==> src/rtl/mul_if.sv <==
// ---------------------------------------------------------------------------
// mul_if
// Handshake and data bundle between the RSA stage controller and the
// sequential multiplier.  The controller drives the master side, the
// multiplier implements the slave side.
//
// Signals:
//   enable     block enable; low aborts and blocks new requests
//   req        request toggle; any level change starts an operation
//   rx_data_1  multiplicand A (MSB+1 bits)
//   rx_data_2  multiplier B (MSB+1 bits)
//   tx_data    registered product A*B (2*(MSB+1) bits)
//   ack        one-cycle pulse while tx_data is freshly valid
//   cst        current state
//   nst        next state (combinational)
// ---------------------------------------------------------------------------
interface mul_if #(
    parameter int MSB = 7
);
    logic               enable;
    logic               req;
    logic [MSB:0]       rx_data_1;
    logic [MSB:0]       rx_data_2;
    logic [2*MSB+1:0]   tx_data;
    logic               ack;
    logic [1:0]         cst;
    logic [1:0]         nst;

    modport master (
        output enable, req, rx_data_1, rx_data_2,
        input  tx_data, ack, cst, nst
    );

    modport slave (
        input  enable, req, rx_data_1, rx_data_2,
        output tx_data, ack, cst, nst
    );
endinterface

==> src/rtl/mul.sv <==
// ---------------------------------------------------------------------------
// mul
// Sequential radix-2 shift-add multiplier for the RSA datapath.  It feeds
// the remainder stage and shares its toggle-request / pulse-acknowledge
// handshake, enable gating and exposed state, so both stages can be driven
// by one controller.  One multiplier bit is consumed per clock.
//
// Ports:
//   clk   single clock, all state changes on the rising edge
//   rstn  asynchronous active-low reset
//   bus   mul_if slave: enable, req, rx_data_1, rx_data_2 in;
//         tx_data, ack, cst, nst out
//
// Configuration:
//   MUL_ZERO_BYPASS_EN  when defined, a zero operand skips the iteration
//                       phase and finishes straight from LOAD with a zero
//                       product.  Results are identical in both builds.
// ---------------------------------------------------------------------------
module mul #(
    parameter int MSB = 7
) (
    input  logic  clk,
    input  logic  rstn,
    mul_if.slave  bus
);
    localparam int W  = MSB + 1;
    localparam int CW = $clog2(W) + 1;
    localparam logic [CW-1:0] LAST_ITER = CW'(W - 1);

    typedef enum logic [1:0] {
        IDLE = 2'd0,
        LOAD = 2'd1,
        CALC = 2'd2,
        DONE = 2'd3
    } state_t;

    state_t             r_cst;
    state_t             w_nst;
    logic               r_reqQ;
    logic [2*W:0]       r_p;
    logic [W-1:0]       r_a;
    logic [CW-1:0]      r_cnt;
    logic [2*W-1:0]     r_tx;
    logic               r_ack;

    logic [W:0]         w_upperSum;
    logic [2*W:0]       w_pNext;
    logic               w_zeroOp;

    // One shift-add step: the upper half gains A when the current multiplier
    // bit (P[0]) is set; the sum keeps its carry in bit 2W before the whole
    // register shifts right, so no product bit is ever lost.
    always_comb begin
        w_upperSum = r_p[2*W:W] + (r_p[0] ? {1'b0, r_a} : {(W+1){1'b0}});
        w_pNext    = {w_upperSum, r_p[W-1:0]} >> 1;
    end

    // Zero-operand detection, only meaningful when the bypass is built in.
`ifdef MUL_ZERO_BYPASS_EN
    assign w_zeroOp = (bus.rx_data_1 == '0) || (bus.rx_data_2 == '0);
`else
    assign w_zeroOp = 1'b0;
`endif

    // Next-state decode.  Enable low always forces IDLE; a request is seen
    // only in IDLE as a difference between req and the last accepted level.
    always_comb begin
        w_nst = r_cst;
        if (!bus.enable) begin
            w_nst = IDLE;
        end else begin
            case (r_cst)
                IDLE:    if (bus.req != r_reqQ) w_nst = LOAD;
                LOAD:    w_nst = w_zeroOp ? DONE : CALC;
                CALC:    if (r_cnt == LAST_ITER) w_nst = DONE;
                DONE:    w_nst = IDLE;
                default: w_nst = IDLE;
            endcase
        end
    end

    // State, datapath and registered outputs.  ack is cleared every cycle
    // and set only on the edge entering DONE, which makes it a single-cycle
    // pulse.  While disabled, req_q follows req so toggles are dropped
    // rather than queued.
    always_ff @(posedge clk or negedge rstn) begin
        if (!rstn) begin
            r_cst  <= IDLE;
            r_reqQ <= 1'b0;
            r_p    <= '0;
            r_a    <= '0;
            r_cnt  <= '0;
            r_tx   <= '0;
            r_ack  <= 1'b0;
        end else begin
            r_cst <= w_nst;
            r_ack <= 1'b0;
            if (!bus.enable) begin
                r_reqQ <= bus.req;
            end else begin
                case (r_cst)
                    IDLE: begin
                        if (w_nst == LOAD) r_reqQ <= bus.req;
                    end
                    LOAD: begin
                        r_a   <= bus.rx_data_1;
                        r_p   <= {{(W+1){1'b0}}, bus.rx_data_2};
                        r_cnt <= '0;
                        if (w_zeroOp) begin
                            r_tx  <= '0;
                            r_ack <= 1'b1;
                        end
                    end
                    CALC: begin
                        r_p   <= w_pNext;
                        r_cnt <= r_cnt + 1'b1;
                        // Bit 2W of the final P is always zero, so the low
                        // 2W bits carry the complete product.
                        if (w_nst == DONE) begin
                            r_tx  <= w_pNext[2*W-1:0];
                            r_ack <= 1'b1;
                        end
                    end
                    default: begin
                    end
                endcase
            end
        end
    end

    assign bus.tx_data = r_tx;
    assign bus.ack     = r_ack;
    assign bus.cst     = r_cst;
    assign bus.nst     = w_nst;

endmodule

==> src/flat_wrapper.sv <==
// flat-port wrapper written by rule: the top's interface ports become plain ports
module mul_flat 
#(
    parameter int MSB = 7
)
  (clk, rstn, bus_enable, bus_req, bus_rx_data_1, bus_rx_data_2, bus_tx_data, bus_ack, bus_cst, bus_nst);
  mul_if #(.MSB(MSB)) bus_i ();
  input  logic clk;
  input  logic rstn;
  input wire logic [$bits(bus_i.enable)-1:0] bus_enable;
  input wire logic [$bits(bus_i.req)-1:0] bus_req;
  input wire logic [$bits(bus_i.rx_data_1)-1:0] bus_rx_data_1;
  input wire logic [$bits(bus_i.rx_data_2)-1:0] bus_rx_data_2;
  output wire logic [$bits(bus_i.tx_data)-1:0] bus_tx_data;
  output wire logic [$bits(bus_i.ack)-1:0] bus_ack;
  output wire logic [$bits(bus_i.cst)-1:0] bus_cst;
  output wire logic [$bits(bus_i.nst)-1:0] bus_nst;
  assign bus_i.enable = bus_enable;
  assign bus_i.req = bus_req;
  assign bus_i.rx_data_1 = bus_rx_data_1;
  assign bus_i.rx_data_2 = bus_rx_data_2;
  assign bus_tx_data = bus_i.tx_data;
  assign bus_ack = bus_i.ack;
  assign bus_cst = bus_i.cst;
  assign bus_nst = bus_i.nst;
  mul #(.MSB(MSB)) u_core (.clk(clk), .rstn(rstn), .bus(bus_i));
endmodule
==> config.mk <==
export PLATFORM = sky130hd
export DESIGN_NAME = mul_flat
export DESIGN_NICKNAME = d
export VERILOG_FILES = /design/src/rtl/mul_if.sv /design/src/rtl/mul.sv /design/src/flat_wrapper.sv
export SDC_FILE = /design/constraint.sdc
export NUM_CORES = 1
export LEC_CHECK = 0
export BUFFER_PORTS_ARGS = -buffer_cell sky130_fd_sc_hd__buf_4
export CAP_MARGIN = 5
export CORE_ASPECT_RATIO = 1.4
export CORE_MARGIN = 2
export CORE_UTILIZATION = 49
export CTS_CLUSTER_DIAMETER = 80
export DETAILED_ROUTE_END_ITERATION = 10
export GPL_ROUTABILITY_DRIVEN = 0
export GPL_TIMING_DRIVEN = 0
export PLACE_DENSITY = 0.8
export SYNTH_ARGS = -nofsm -noshare
export SYNTH_HDL_FRONTEND = slang
export SYNTH_SLANG_ARGS = --single-unit
==> constraint.sdc <==
create_clock -name clk -period 5.96 [get_ports clk]
set_input_delay 0.596 -clock clk [delete_from_list [all_inputs] [get_ports clk]]
set_output_delay 0.596 -clock clk [all_outputs]
set_load 0.01 [all_outputs]
Word level (Yosys, flattened, before mapping):

Index checks and enable logic that the tools add are counted.
Widths: inputs -> output; s select.

* shift-type cells: 0
* mux-type cells: 13
* eq/ne operators: 9
* reductions and logical operators: 6
* divide/modulo/power cells: 0
* add/subtract/negate cells: 2
* bitwise logic cells: 0
* $mul: 0
* magnitude comparators: 0

Operators by type and width (count)
* $pmux 17 s2: 1
* $add 9x9->9: 1
* $mux 8: 1
* $pmux 2 s4: 1
* $pmux 4 s2: 1
* $eq 2x2->1 const B: 3
* $mux 1: 6
* $mux 2: 3
* $reduce_and 2->1: 3
* $add 4x1->4 const B: 1
* $eq 2x1->1 const B: 2
* $eq 4x3->1 const B: 1
* $ne 2x1->1 const B: 2
* $reduce_and 3->1: 1
* $logic_not 2->1: 1
* $reduce_bool 2->1: 1
* $ne 1x1->1: 1

* memories kept: 0
* input bits: 20
* logic and storage cells: 37
* register bits: 49
* RAM bits: 0
* bits in latches: 0
* bits in read-only memories: 0

Depth between registers and ports, before layout:

* depth after elaboration: 8
* depth in mapped cells: 9

Worst setup path after synthesis:

OpenSTA, ideal clock, no wires.

* kind: register to register
* from: reg u_core.r_p[0]
* to: reg u_core.r_tx[15] (netlist: u_core.bus.tx_data[15])
* slack: 3.912 ns
* required time: 5.835 ns
* cell stages (with the launch flop): 9
* path buffers: 0
* data arrival time: 1.923 ns
* clock period less this slack: 2.048 ns
* library setup time: 0.125 ns
* cell sequence: dfrtp_1 > and2_1 > ha_1 > fa_1 > a21oi_1 > nor2_1 > nor3_2 > o21ai_0 > mux2_4

* cells in the longest elaborated chain, start to end: 2

Ends and longest elaborated chain
* start: declaration: line mul.sv:40 `logic [2*W:0] r_p;`
* start signal: assignment: line mul.sv:107 `r_p <= {{(W+1){1'b0}}, bus.rx_data_2};`
* start signal: assignment: line mul.sv:115 `r_p <= w_pNext;`
* $mux 8: line mul.sv:54 `w_upperSum = r_p[2*W:W] + (r_p[0] ? {1'b0, r_a} : {(W+1){1'b0}});`
* $add 9x9->9: line mul.sv:54
* end signal: assignment: line mul.sv:120 `r_tx <= w_pNext[2*W-1:0];`
* end: declaration: line mul.sv:43 `logic [2*W-1:0] r_tx;`

No other way between the ends.
A chain may end at the register's enable or synchronous reset.

Worst setup path in the final report:

Ends and elaborated chain as after synthesis.

==> key figures <==
Timing
  • Slew margin rel.: roughly three fifths
  • Worst-Margin Slew: 0.586 ns
  • Final hold vios: 0
  • Post-route setup slack: between 3 and 4 ns
  • Ratio of final minimum period to clock period: between 30% and 40%
  • Setup violations, final: 0
  • Setup_tns: 0 ns
  • Max Slew Vio Count: 0
  • RSZ-0062 raised after global routing: false
  • Final min period: between 2 and 2.5 ns
  • Layout Skew: roughly 0.0097 ns
  • Fmax: about 430 MHz

Clocking
  • Clock Latency Late Sink: 0.30 ns
  • Hold_buf cts: 0
  • CTS tree: done
  • H-Tree Depth: 2
  • Resized cells post-CTS: 0
  • TritonCTS Sinks: 48
  • CTS root buf: clkbuf_8
  • Clk slew on worst S/H paths: ~0.090 ns
  • CTS Buf Count: 5
  • Bufs on Longest Clock Path: 2
  • Postcts setup bufs: 0

Routing
  • Routed WL per cell: approximately 13 um
  • Vias/cell: ~5.2
  • DRT iter0 DRCs: 30
  • Vias: ~1600
  • First-pass DRT Iterations: 4
  • Total wire length: 4040 um
  • DRC: 0
  • ANT nets after route: 0

Logic synthesis
  • Mapped Area: around 0.0023 sq mm
  • Synth unique cells: 37
  • FF+latch count, synth: 48
  • Mapped Cells: between 150 and 200
  • Synth Area per Inst: approximately 12 sq um
  • Sequential fraction of the synthesis area: approximately 52%
  • Syn Nets: about 230
  • YS warnings: 0

Cells and area
  • Fin util: approximately three fifths
  • Ant. Diodes: 0
  • Area grow syn2layout: 20.3%
  • Layout cells sized above 1: 32.0%
  • Commonest non-fill, non-tap cell in the layout: dfrtp_1
  • Final nets: 276
  • Commonest non-fill, non-tap cells in the layout: 48 x dfrtp_1, 40 x buf_4, 23 x nand2_1, 19 x o21ai_0, 18 x mux2_2

Floorplan
  • Placeable Area: about 0.0045 sq mm
  • Die Span X: about 62 um
  • Die area: around 0.0053 sq mm
  • Io pins: 41
  • Row cnt: 29
  • Initial core utilization: about half
  • Chip Height: about 85 um

Worst setup path
  • Startpoint types: register
  • R2r worst-path depth: 8
  • FF-to-FF setup slack: roughly 3.6 ns
  • Crit Path Class: reg2reg
  • Worst setup EP type: register
  • CP endpoint: u_core.bus.tx_data[15]
  • Reg2reg start: u_core.r_p[0]
  • CP Max Fanout: 9
  • R2R Path End: u_core.bus.tx_data[15]
  • Crit path DAT: ~2.5 ns
  • Worst Path Required: ~6.2 ns
  • Crit path launch: u_core.r_p[0]

Global routing
  • Number of antenna violations at the first check in global routing: 0
  • Largest net degree at the start of global routing: between 40 and 50
  • Total track usage: ~18%
  • Vias in the first global route: roughly 1600
  • Congestion Overflow GR: 0
  • Global-route wire length before repair: about 7300 um

Placement
  • Worst slack, placed: about 3.6 ns
  • IO buf count: 40
  • HPWL after DPL: 3000 um

Job
  • # Max-Cap Violations: 0

Power and ir drop
  • P_leak: 1.37 nW
  • Total power: about 1.2 mW
  • Worst ir drop on vdd: approximately 0.00024 V
  • Power density over cell area: about 430 mW/mm^2

Hold path
  • HP Class: in2async

Status
  • Status: finished clean
## through the flow
stage	hold WS (ns)	instances	instance area [sq um]
after global placement	0.464	298	2700
after global routing	0.324	306	2790
after floorplan	0.300	196	2320
after detailed placement	0.478	298	2700
final	0.276	306	2790
after CTS	0.301	306	2790
## registers in the layout, summed over array words and instances, names as in the netlist
name and cells:
u_core.r_cnt 4, u_core.bus.ack 1, u_core.r_reqQ 1, u_core.bus.cst 2
u_core.r_a 8, u_core.r_p 16, u_core.bus.tx_data 16
## critical path, cell delays in order (launching register included)
cell and delay, ns:
dfrtp_1 0.48, and2_1 0.18, ha_1 0.21, fa_1 0.42, a21oi_1 0.22, nor2_1 0.08, nor3_2 0.18, o21ai_0 0.17
mux2_4 0.28
## where the power goes
| group | total, mW | internal (mW) | switching, mW |
|---|---|---|---|
| sequential | 0.523 | 0.447 | 0.0753 |
| clock | 0.191 | 0.0830 | 0.108 |
| combinational | 0.494 | 0.252 | 0.242 |
| total | 1.21 | 0.783 | 0.425 |
## layout make-up
cell class	instances	area (sq um)
Sequential cell	48	1200
Fill cell	392	1740
Timing Repair Buffer	40	300
Buffer	6	35.0
Clock buffer	5	68.8
Tap cell	62	77.6
Multi-Input combinational cell	137	1070
Clock inverter	3	23.8
Inverter	5	18.8
## how the worst min path moves through the flow
stage	depth (start not counted)	to	start	slack (ns)
finish	1	u_core.bus.tx_data[2]	rstn	0.28
global route	1	u_core.bus.tx_data[2]	rstn	0.32
detailed placement	1	u_core.r_cnt[3]	u_core.r_cnt[3]	0.48
CTS	1	u_core.bus.tx_data[2]	rstn	0.30
global placement	1	u_core.r_cnt[3]	u_core.r_cnt[3]	0.46
floorplan	0	u_core.bus.ack	rstn	0.30
## cell usage after synthesis, drive strengths merged
master	n	area, sq um
clkbuf	4	15.0
nand3	2	10.0
o31ai	1	7.51
inv	5	18.8
nor3	2	15.0
and3b	1	8.76
a211oi	1	7.51
fa	1	20.0
o21ai	21	105
nor2	4	15.0
buf	2	20.0
and2	8	50.1
mux2i	8	80.1
and4b	1	10.0
a22o	5	43.8
o211ai	2	20.0
nand2	24	92.6
ha	12	150
dfrtp	48	1200
xnor2	3	26.3
a21oi	8	51.3
a21boi	1	7.51
nor2b	2	12.5
nand3b	1	7.51
a21o	1	7.51
xor2	3	26.3
and3	1	6.26
o21bai	1	7.51
mux2	23	278
## metal layers
layer | routed length, um | part of all wire [%] | vias to the layer above | GRT usage (%)
met5 | 0 | 0 | - | 0
met4 | 57 | 1.4 | 0 | 6.26
met3 | 189 | 4.7 | 5 | 5.17
met2 | 2100 | 52 | 36 | 30.6
met1 | 1690 | 42 | 783 | 20.5
li1 | - | - | 781 | -
## logic make-up after synthesis
| group | synth area share, % |
|---|---|
| simple gates | 9.81 |
| buf+inv | 2.32 |
| flops | 51.8 |
| mux | 15.4 |
| fa+ha+maj | 7.33 |
| xor+xnor | 2.26 |
| compound gates | 11.1 |
Power figures use the tool's default switching activity.
